File: src/rtl/seq_mult_pkg.sv
// Shared types and constants for the digit-serial multiplier scheduler.
// States plus digit and partial-product widths.
package seq_mult_pkg;

    typedef enum logic [1:0] {
        S_IDLE = 2'd0,
        S_CALC = 2'd1,
        S_DONE = 2'd2
    } state_t;

    localparam int DIG_W = 2;
    localparam int PP_W  = 4;

endpackage

File: src/rtl/mul2x2_core.sv
// Gate-level combinational 2x2-bit unsigned multiplier.
// Result p = {a1,a0} * {b1,b0}.
module mul2x2_core
    import seq_mult_pkg::*;
(
    input  logic [DIG_W-1:0] i_a,
    input  logic [DIG_W-1:0] i_b,
    output logic [PP_W-1:0]  o_p
);

    logic w_a0b0;
    logic w_a1b0;
    logic w_a0b1;
    logic w_a1b1;
    logic w_c1;

    assign w_a0b0 = i_a[0] & i_b[0];
    assign w_a1b0 = i_a[1] & i_b[0];
    assign w_a0b1 = i_a[0] & i_b[1];
    assign w_a1b1 = i_a[1] & i_b[1];
    assign w_c1   = w_a1b0 & w_a0b1;

    assign o_p[0] = w_a0b0;
    assign o_p[1] = w_a1b0 ^ w_a0b1;
    assign o_p[2] = w_a1b1 ^ w_c1;
    assign o_p[3] = w_a1b1 & w_c1;

endmodule

File: src/rtl/seq_mult_sched.sv
// Digit-serial NxN unsigned multiplier: one 2x2 digit pair per cycle
// through a single shared core, shifted and accumulated into 2N bits.
module seq_mult_sched
    import seq_mult_pkg::*;
#(
    parameter int N = 8
) (
    input  logic           clk,
    input  logic           rst_n,
    input  logic           in_valid,
    output logic           in_ready,
    input  logic [N-1:0]   a_in,
    input  logic [N-1:0]   b_in,
    input  logic           abort,
    output logic           out_valid,
    input  logic           out_ready,
    output logic [2*N-1:0] product,
    output logic           busy
);

    localparam int D  = N / 2;
    localparam int CW = (D > 1) ? $clog2(D) : 1;

    state_t           r_state;
    state_t           w_next;
    logic [N-1:0]     r_a;
    logic [N-1:0]     r_b;
    logic [CW-1:0]    r_i;
    logic [CW-1:0]    r_j;
    logic [2*N-1:0]   r_acc;
    logic [2*N-1:0]   r_product;

    logic             w_accept;
    logic             w_j_end;
    logic             w_i_end;
    logic             w_last;
    logic [DIG_W-1:0] w_a_dig;
    logic [DIG_W-1:0] w_b_dig;
    logic [PP_W-1:0]  w_pp;
    logic [CW:0]      w_isum;
    logic [CW+1:0]    w_shamt;
    logic [2*N-1:0]   w_term;
    logic [2*N-1:0]   w_acc_nxt;

    assign in_ready  = (r_state == S_IDLE);
    assign out_valid = (r_state == S_DONE);
    assign busy      = (r_state == S_CALC) || (r_state == S_DONE);
    assign product   = r_product;

    assign w_accept = in_valid && in_ready;
    assign w_j_end  = (r_j == CW'(D - 1));
    assign w_i_end  = (r_i == CW'(D - 1));
    assign w_last   = w_i_end && w_j_end;

    assign w_a_dig = DIG_W'(r_a >> {r_i, 1'b0});
    assign w_b_dig = DIG_W'(r_b >> {r_j, 1'b0});

    mul2x2_core u_core (
        .i_a (w_a_dig),
        .i_b (w_b_dig),
        .o_p (w_pp)
    );

    // Digit weight is 4^(i+j), i.e. a left shift of 2*(i+j).
    assign w_isum    = {1'b0, r_i} + {1'b0, r_j};
    assign w_shamt   = {w_isum, 1'b0};
    assign w_term    = {{(2*N-PP_W){1'b0}}, w_pp} << w_shamt;
    assign w_acc_nxt = r_acc + w_term;

    always_ff @(posedge clk or negedge rst_n) begin
        if (!rst_n) begin
            r_state <= S_IDLE;
        end else begin
            r_state <= w_next;
        end
    end

    always_comb begin
        w_next = r_state;
        unique case (r_state)
            S_IDLE: begin
                if (w_accept) begin
                    w_next = S_CALC;
                end
            end
            S_CALC: begin
                if (abort) begin
                    w_next = S_IDLE;
                end else if (w_last) begin
                    w_next = S_DONE;
                end
            end
            S_DONE: begin
                if (out_ready) begin
                    w_next = S_IDLE;
                end
            end
            default: w_next = S_IDLE;
        endcase
    end

    always_ff @(posedge clk or negedge rst_n) begin
        if (!rst_n) begin
            r_a       <= '0;
            r_b       <= '0;
            r_i       <= '0;
            r_j       <= '0;
            r_acc     <= '0;
            r_product <= '0;
        end else if (r_state == S_IDLE) begin
            if (w_accept) begin
                r_a   <= a_in;
                r_b   <= b_in;
                r_i   <= '0;
                r_j   <= '0;
                r_acc <= '0;
            end
        end else if (r_state == S_CALC) begin
            if (abort) begin
                r_i <= '0;
                r_j <= '0;
            end else begin
                r_acc <= w_acc_nxt;
                if (w_last) begin
                    r_product <= w_acc_nxt;
                    r_i       <= '0;
                    r_j       <= '0;
                end else if (w_j_end) begin
                    r_j <= '0;
                    r_i <= r_i + 1'b1;
                end else begin
                    r_j <= r_j + 1'b1;
                end
            end
        end
    end

endmodule

File: config.mk
export PLATFORM = sky130hd
export DESIGN_NAME = seq_mult_sched
export DESIGN_NICKNAME = d
export VERILOG_FILES = /design/src/rtl/seq_mult_pkg.sv /design/src/rtl/mul2x2_core.sv /design/src/rtl/seq_mult_sched.sv
export SDC_FILE = /design/constraint.sdc
export NUM_CORES = 1
export LEC_CHECK = 0
export ABC_AREA = 0
export ABC_CLOCK_PERIOD_IN_PS = 4200
export CAP_MARGIN = 30
export CORE_ASPECT_RATIO = 1.5
export CORE_MARGIN = 5
export CORE_UTILIZATION = 35
export CTS_CLUSTER_SIZE = 25
export DETAILED_ROUTE_END_ITERATION = 12
export GPL_ROUTABILITY_DRIVEN = 0
export PLACE_DENSITY = 0.67
export REMOVE_ABC_BUFFERS = 1
export SYNTH_ARGS = -nofsm -noshare
export SYNTH_HDL_FRONTEND = slang
export SYNTH_SLANG_ARGS = --single-unit
File: constraint.sdc
create_clock -name clk -period 4.2 [get_ports clk]
set_clock_uncertainty 0.1 [all_clocks]
set_input_delay 0.42 -clock clk [delete_from_list [all_inputs] [get_ports clk]]
set_output_delay 0.42 -clock clk [all_outputs]
set_load 0.01 [all_outputs]
# Word level (Yosys, flattened, before mapping)
# Cells that the tools add are included.
[classes]
n_addsub = 4
eq_ne = 8
shift = 3
mux = 20
bitwise = 10
reduce_logical = 12
[op_table]
columns = ["cell", "n"]
rows = [
  ["16-bit two-way mux", 4],
  ["2-bit two-way mux", 15],
  ["16-bit adder", 1],
  ["4-bit by 4-bit left shift with 16-bit output", 1],
  ["8-bit by 3-bit right shift with 2-bit output", 2],
  ["3-bit AND reduction", 3],
  ["1-bit bitwise AND", 6],
  ["2-bit == test (second input constant)", 3],
  ["2-bit case mux with 3 select lines", 1],
  ["2-bit by 1-bit adder with 2-bit output (second input constant)", 2],
  ["2-bit by 1-bit != test with 1-bit output (second input constant)", 2],
  ["2-bit AND reduction", 2],
  ["4-bit AND reduction", 1],
  ["4-bit nonzero test", 1],
  ["2-bit by 2-bit adder with 3-bit output", 1],
  ["3-bit != test (second input constant)", 1],
  ["2-bit by 1-bit == test with 1-bit output (second input constant)", 1],
  ["1-bit logical AND", 2],
  ["2-bit zero test", 1],
  ["2-bit != test (second input constant)", 1],
  ["1-bit NOT", 2],
  ["2-bit nonzero test", 1],
  ["1-bit bitwise XOR", 2],
  ["1-bit logical OR", 1],
]
[word_totals]
reg_bits = 54
inputBits = 21
output_inout_bits = 19

# Longest topological paths before layout
[logic_depth]
depth_word = 9
ltp_mapped = 15
mapped_depth_nobuf = 14

# Modules after synthesis
# A second synthesis with hierarchy kept.
[unflattened]
hier_cells = 337
hier_area_um2 = 3296.9
[by_module_without_submodules]
columns = ["module", "instances", "cells_per_inst", "area_per_inst_um2"]
rows = [
  ["seq_mult_sched", 1, 330, 3239.4],
  ["mul2x2_core", 1, 7, 57.6],
]

# Worst setup path before layout
# OpenSTA, ideal clock, no wires.
[synth_path]
kind = "register -> register"
startpoint = "reg r_j[0]"
endpoint = "reg r_acc[13]"
setup_time_ps = 120
t_arrival_ps = 3712
required_time_ps = 3980
path_slack_ps = 268
stages_incl_launch_ff = 15
period_less_slack_ps = 3932
path_cell_list = "dfrtp_1 > mux4_2 > and2_1 > ha_1 > ha_1 > nor2b_1 > a31oi_1 > nor2_1 > ha_1 > o211ai_1 > o21ai_2 > and4_1 > o311a_1 > or3_1 > a31o_1"
[synth_via]
elab_chain_len = 9
elab_cells_between_ends = 15
classes_between = "2 x add/sub; 2 x shift; 3 x mux; 8 x bitwise"
[synth_lines]
columns = ["item", "line_no", "source"]
rows = [
  ["start: declaration", "seq_mult_sched.sv:29", "logic [CW-1:0] r_j;"],
  ["start signal: assignment", "seq_mult_sched.sv:132", "r_j <= r_j + 1'b1;"],
  ["8-bit by 3-bit right shift with 2-bit output", "seq_mult_sched.sv:56", "assign w_b_dig = DIG_W'(r_b >> {r_j, 1'b0});"],
  ["1-bit bitwise AND, on equally long branches", "mul2x2_core.sv:18, mul2x2_core.sv:19", ""],
  ["1-bit bitwise AND", "mul2x2_core.sv:21", "assign w_c1 = w_a1b0 & w_a0b1;"],
  ["1-bit bitwise XOR / 1-bit bitwise AND (equally long branches)", "mul2x2_core.sv:25, mul2x2_core.sv:26", ""],
  ["4-bit by 4-bit left shift with 16-bit output (*)", "seq_mult_sched.sv:67", "assign w_term = {{(2*N-PP_W){1'b0}}, w_pp} << w_shamt;"],
  ["16-bit adder (*)", "seq_mult_sched.sv:68", "assign w_acc_nxt = r_acc + w_term;"],
  ["16-bit two-way mux (*)", "seq_mult_sched.sv:119", "if (abort) begin"],
  ["16-bit two-way mux (*)", "seq_mult_sched.sv:118", "end else if (r_state == S_CALC) begin"],
  ["16-bit two-way mux (*)", "seq_mult_sched.sv:110", "end else if (r_state == S_IDLE) begin"],
  ["end signal: assignment", "seq_mult_sched.sv:123", "r_acc <= w_acc_nxt;"],
  ["end: declaration", "seq_mult_sched.sv:30", "logic [2*N-1:0] r_acc;"],
]
# Every way passes the cells marked *; elsewhere a longest branch is shown, timed or not. The select of a mux whose other input is x is not followed.
# A chain may end at the register's enable or synchronous reset.

# Worst setup path after layout
[layout_path]
startpoint = "reg r_j[0]"
endpoint = "reg r_product[13], in the netlist product[13]"
[layout_via]
elab_chain_len = 6
elab_cells_between_ends = 15
classes_between = "2 x add/sub; 1 x eq/ne; 2 x shift; 8 x bitwise; 2 x reduce/logical"
[layout_lines]
columns = ["item", "line_no", "source"]
rows = [
  ["8-bit by 3-bit right shift with 2-bit output", "seq_mult_sched.sv:56", ""],
  ["1-bit bitwise AND, on equally long branches", "mul2x2_core.sv:18, mul2x2_core.sv:19", ""],
  ["1-bit bitwise AND", "mul2x2_core.sv:21", ""],
  ["1-bit bitwise XOR / 1-bit bitwise AND (equally long branches)", "mul2x2_core.sv:25, mul2x2_core.sv:26", ""],
  ["4-bit by 4-bit left shift with 16-bit output", "seq_mult_sched.sv:67", ""],
  ["16-bit adder", "seq_mult_sched.sv:68", ""],
  ["end signal: assignment", "seq_mult_sched.sv:125", "r_product <= w_acc_nxt;"],
  ["end: declaration", "seq_mult_sched.sv:31", "logic [2*N-1:0] r_product;"],
]
# Several ways; a longest one is shown, not always the timed one.

==> flow_summary.toml <==
[outcome]
status = "completed"

[setup_path]
critPathKind = "flop to flop"
crit_path_end_kind = "flop"
slowest_delay_ps = 520
crit_fanout = 5
r2r_slack_ps = 170
crit_chain = "mux4_2, and2_1, ha_1, ha_1, nor2b_1, a31oi_2, nor2_1, ha_1, o211ai_1, o21ai_2, and4_1, o311a_1, or3_1, a31o_1"
crit_family = "compound AO/OA/AOI/OAI gates"
reg2reg_depth = 14
cp_slowest_cell = "mux4_2"
setup.worst_path.start_class = "flop"
rr_endpoint = "product[13]"
critPathArrivalTime_ps = 4130
path_common_cell = "ha_1"
worstPathRequired_ps = 4290
r2r-start = "r_j[0]"
crit_buf_inv = 0

[finish]
antenna_cells = 0
design_area_sq_um = 4000
area_delta_synth_final_pct = 22.8
drive_gt1_frac = 0.146
stdcell_count = 483
nets = 417

[global_route]
antenna_found_initial = 0
grt.total_usage = 0.135
grt-ovfl-total = 0
grt_pass1_wl_um = 12000
grt_pass1_vias = 2585
grt_start_max_net_pins = 55

[cts]
clk_pin_slew_ps = 70
cts_hold_buffers = 0
cts.sinks = 54
htreeDepth = 2
cts_tree = "yes"
clock_path_buffers = 2
clock_latency_ps = 300
numCtsBuffers = 5
root_buffer = "clkbuf_16"

[flow_run]
drv_cap = 0

[place]
place_inst = 471
portBuffers = 39
dp_hpwl_um = 5610
dpl_cell_area_sq_um = 3780

[timing]
worst_slew_pin_slew_ps = 856
period_needed_ps = 4030
tns_ps = 0
fmax_mhz = 248
hold_viol = 0
finalCritPeriodShare = 0.961
hold_ws_ps = 144
final_max_slew_viol_count = 0
setup_violations = 0
maxSlewHeadroom = 0.429

[floorplan]
design.core.area_sq_um = 9200
io_pins = 40
fp.dieArea_sq_um = 11400
core.rowCount = 43
die_h_um = 128
dieWidth_um = 88.8
start_util = 0.354

[power]
ir_drop_v = 0.000374
power.density_nw_per_um2 = 475
finalPower_uw = 1900
leakage_uw = 0.00176

[synthesis]
syn_area_sq_um = 3260
yosysWarnings = 0
yosys-top-cells-count = "dfrtp_1, nand2_1, o21ai_0, ha_1"
synth_top_area_share = 0.415
synth_ff_type = "dfrtp_1"
synth_edf_count = 0
synth_seq_cells = 54
synth_area_leader_cell = "dfrtp_1"
yosysUniqueCellTypes = 51
syn_area_per_cell_sq_um = 9.97
synthArstFlopShare = 1.00
yosys-top-cells-area = "dfrtp_1, ha_1, mux2_2"
yosysSeqAreaShare = 0.415
syn_inst = 327
post-synth-top-count-cell = "dfrtp_1"

[route]
drt_iter0_markers = 63
ant_nets = 0
vias_per_cell = 5.29
firstDrtPassIters = 5
route.vias.total = 2556
drt-total-wl_um = 7290
wl_per_cell_um = 15.1
drc = 0

[worst_hold_path]
hold_path.class = "primary input to async pin"
## layer usage
layer  track usage  vias to the layer above  wire, um  share of wire
li1              -                     1267         -              -
met1         0.136                     1236      2750           0.38
met2         0.260                       40      4140           0.57
met3        0.0270                       13       219          0.030
met4        0.0552                        0       186          0.026
met5             0                        -         0              0
## cells in the final DEF (no fill, tap or decap), types with 14 or more instances in the layout
cell             Yosys  layout
a21oi_1             15      15
inv_1               14      14
mux2_2              20      20
o21ai_0             30      30
nor2_1              20      20
nand2_1             31      31
dfrtp_1             54      52
ha_1                24      22
clkdlybuf4s50_1      0      38
nand3_1             14      14
## state kept, by name, summed over array words and instances, names as in the netlist
name     cells
r_b          8
product     16
r_i          2
r_state      2
r_a          8
r_j          2
r_acc       16
## final cells by class
class / count / area (sq um)
clock buffer: 5 / 125
clock inverter: 3 / 40.0
fill: 886 / 5200
inverter: 14 / 52.6
multi-input combinational: 245 / 1820
sequential: 54 / 1350
tap: 112 / 140
timing repair buffer: 50 / 468
## through the flow
step,setup slack [ps],util
after floorplan,264,-
after global placement,108,0.411
after detailed placement,-0.714,0.411
after CTS,48.6,0.430
after global routing,-7.73,0.435
final,165,0.435
## cells by family (layout without fill, tap and decap cells)
group	after synthesis	in the layout	share of synthesized area
AOI/OAI and AO/OA	86	86	0.170
xor gates and xnor gates	10	10	0.0315
adders and majority gates	26	26	0.104
buffers and inverters	28	72	0.0326
DFF	54	54	0.415
muxes	27	27	0.106
and+or+nand+nor	96	96	0.141
## report_power, final
group	internal [uW]	leakage, uW	switching [uW]
clock network	279	0.0000836	185
logic	355	0.000962	380
registers	630	0.000711	72.5
total	1260	0.00176	638
## worst max path at each step
stage | slack (ps) | cells after the start | startpoint | endpoint
floorplan | 260 | 14 | r_j[0] | r_acc[13]
global placement | 110 | 14 | r_j[0] | product[13]
detailed placement | -0.7 | 14 | r_j[0] | r_acc[13]
CTS | 50 | 14 | r_j[0] | product[13]
global route | -8 | 14 | r_j[0] | product[13]
finish | 170 | 14 | r_j[0] | product[13]
## what timing repair did
| item | CTS | global route |
|---|---|---|
| resized for setup | 1 | 5 |
| buffers inserted | 0 | 4 |
| pin swaps | 0 | 2 |
| setup endpoints to repair | 3 | 10 |
Note: power is estimated with default switching activity, not from simulation.
==> patch, RTL diff (same flow settings) <==
Set the parameter `N` to 32 (it was 8).
--- a/src/rtl/seq_mult_sched.sv
+++ b/src/rtl/seq_mult_sched.sv
@@ -3,7 +3,7 @@
 module seq_mult_sched
     import seq_mult_pkg::*;
 #(
-    parameter int N = 8
+    parameter int N = 32
 ) (
     input  logic           clk,
     input  logic           rst_n,
Ports: changed (resized a_in, b_in and product); port bits go from 40 to 136. No check against the original RTL was run, so the function may have changed too.
==> patch against the original RTL <==
The run now ends with negative setup slack left; total power rose to 4.2 times the old value; design area rose to 5.1 times the old value; first-iteration DRC count rose to 16 times the old value; wire length rose to 7.0 times the old value; sequential power rose to 3.6 times the old value; count of clock-buffer cells in the layout up 21; sequential cell count up 148; via count rose to 5.2 times the old value; worst setup slack worse by 1.8 ns; largest cell class unchanged; area after synthesis rose to 3.8 times the old value; global-route usage up 9.5 points.
==> patch: results <==
{
  "grt_pass1_wl_mm": 72.1,
  "worstSkewPairLatency_ns": 0.55,
  "seq_area_frac_synth": 0.405,
  "drt-pass1-iter-count": 6,
  "clk_pin_slew_ns": 0.06,
  "root_buffer": "clkbuf_16",
  "hpwl_mm": 30.8,
  "synth_warnings": 0,
  "dp_worst_setup_slack_ns": -1.73,
  "diodes": 0,
  "layout-drive-gt1-share": 0.442,
  "slew_headroom": 0.345,
  "failed_checks": "negative setup slack",
  "io_buffers": 135,
  "setup_slack_ns": -1.64,
  "grt_max_degree": 97,
  "status": "finished with violations",
  "worstPathMaxFanout": 5,
  "synth_area_leaders": "dfrtp_1 (40%), ha_1 (7.4%), o21ai_0 (7.2%)",
  "ctsHtreeMaxLevel": 1,
  "yosys-top-cells-count": "dfrtp_1 (202), o21ai_0 (180), nand2_1 (152)",
  "cp_top_family": "simple AND/OR/NAND/NOR gates",
  "min_path_type": "reg2reg",
  "tns_ns": -103.94,
  "grt_pass1_vias": 13500,
  "cts_buffer_depth": 3,
  "crit_path_top_delay_cell": "nor3_1",
  "async_flop_share": 1.00,
  "drt-initial-drc-count": 1020,
  "cpPeakStageDelay_ns": 0.80,
  "arrival_ns": 6.15,
  "nets": 1985,
  "cts_buffers": 22,
  "setup_viol": 117,
  "yosys.cell_types.count": 61,
  "peakVddDrop_mv": 0.507,
  "gr-usage-all-layers": 0.230,
  "wl_per_cell_um": 21.8,
  "area_growth_pct": 63.8,
  "p_leak_nw": 8.83,
  "antenna_found_initial": 0,
  "avgViaCountPerCell": 5.70
}
patch: cell types whose count changed in the layout (fill, tap and decap cells not counted), sizes merged, moves of 50 or more:
cell / change
nor2: +95
o21ai: +154
ha: +50
dfrtp: +148
a21oi: +79
nand2: +121
clkdlybuf4s50: +96
buf: +383
nand3: +60
patch: logic make-up after synthesis:
kind of cell	after synthesis	synth area share
AOI/OAI and AO/OA	384	0.179
xor gates and xnor gates	62	0.0446
adders and majority gates	76	0.0774
buffers and inverters	108	0.0337
DFF	202	0.405
muxes	91	0.0997
and+or+nand+nor	444	0.161
patch: where the power goes:
part | total [W] | internal (W) | switching [W]
sequential | 0.00255 | 0.00231 | 0.000243
combinational | 0.00327 | 0.00162 | 0.00165
clock | 0.00219 | 0.00131 | 0.000884
patch: repair_timing:
action                                  CTS  global route
endpoints found under the hold margin    94             0
hold buffers                              1             0
cloned                                    1             0
gates resized for setup                 472           143
setup buffers                            62            32
endpoints found under the setup margin  118           118
pin swaps                               206           109
patch: per-stage QoR:
stage	cell area, sq um	hold slack [ns]	instances
after CTS	19700	0.382	2300
after detailed placement	16600	0.372	2209
after floorplan	12200	0.0244	1285
after global placement	16600	0.365	2209
after global routing	20500	0.378	2328
final	20500	0.379	2328
patch: area by class of cell:
| type | instances | area [sq um] |
|---|---|---|
| fillers | 2727 | 14700 |
| multi-input cells | 1057 | 9220 |
| flip-flops and latches | 202 | 5060 |
| repair buffers | 531 | 4690 |
| clock buffers | 26 | 617 |
| well taps | 473 | 592 |
| clock inverters | 13 | 193 |
| inverters | 26 | 97.6 |
patch: final timing paths:
| path | startpoint | to | slack, ns | depth (start not counted) |
|---|---|---|---|---|
| min reg2reg | product[39] | product[39] | 0.38 | 2 |
| max reg2reg | r_j[0] | r_acc[50] | -1.64 | 22 |
| min | product[39] | product[39] | 0.38 | 2 |
| max in group asynchronous | rst_n | r_acc[62] | 2.55 | 3 |
| min in group asynchronous | rst_n | product[13] | 0.42 | 2 |
| max | r_j[0] | r_acc[50] | -1.64 | 22 |
patch: per-layer routing:
metal  part of all wire  global-route usage  vias to the layer above  wire length [um]
met5                  0                   0                        -                 0
met4              0.089               0.151                        0              4510
met3              0.087              0.0521                      320              4430
met2               0.49               0.409                      764             24800
met1               0.34               0.242                     6338             17000
li1                   -                   -                     5841                 -
patch: worst reg2reg max path: cells and delay by family, from the launching register on:
| kind | cells | cell delay [ns] |
|---|---|---|
| muxes | 2 | 1.01 |
| adders and majority gates | 2 | 0.50 |
| DFF | 1 | 0.43 |
| and+or+nand+nor | 7 | 1.61 |
| xor gates and xnor gates | 1 | 0.17 |
| buffers and inverters | 4 | 0.58 |
| AOI/OAI and AO/OA | 6 | 1.33 |
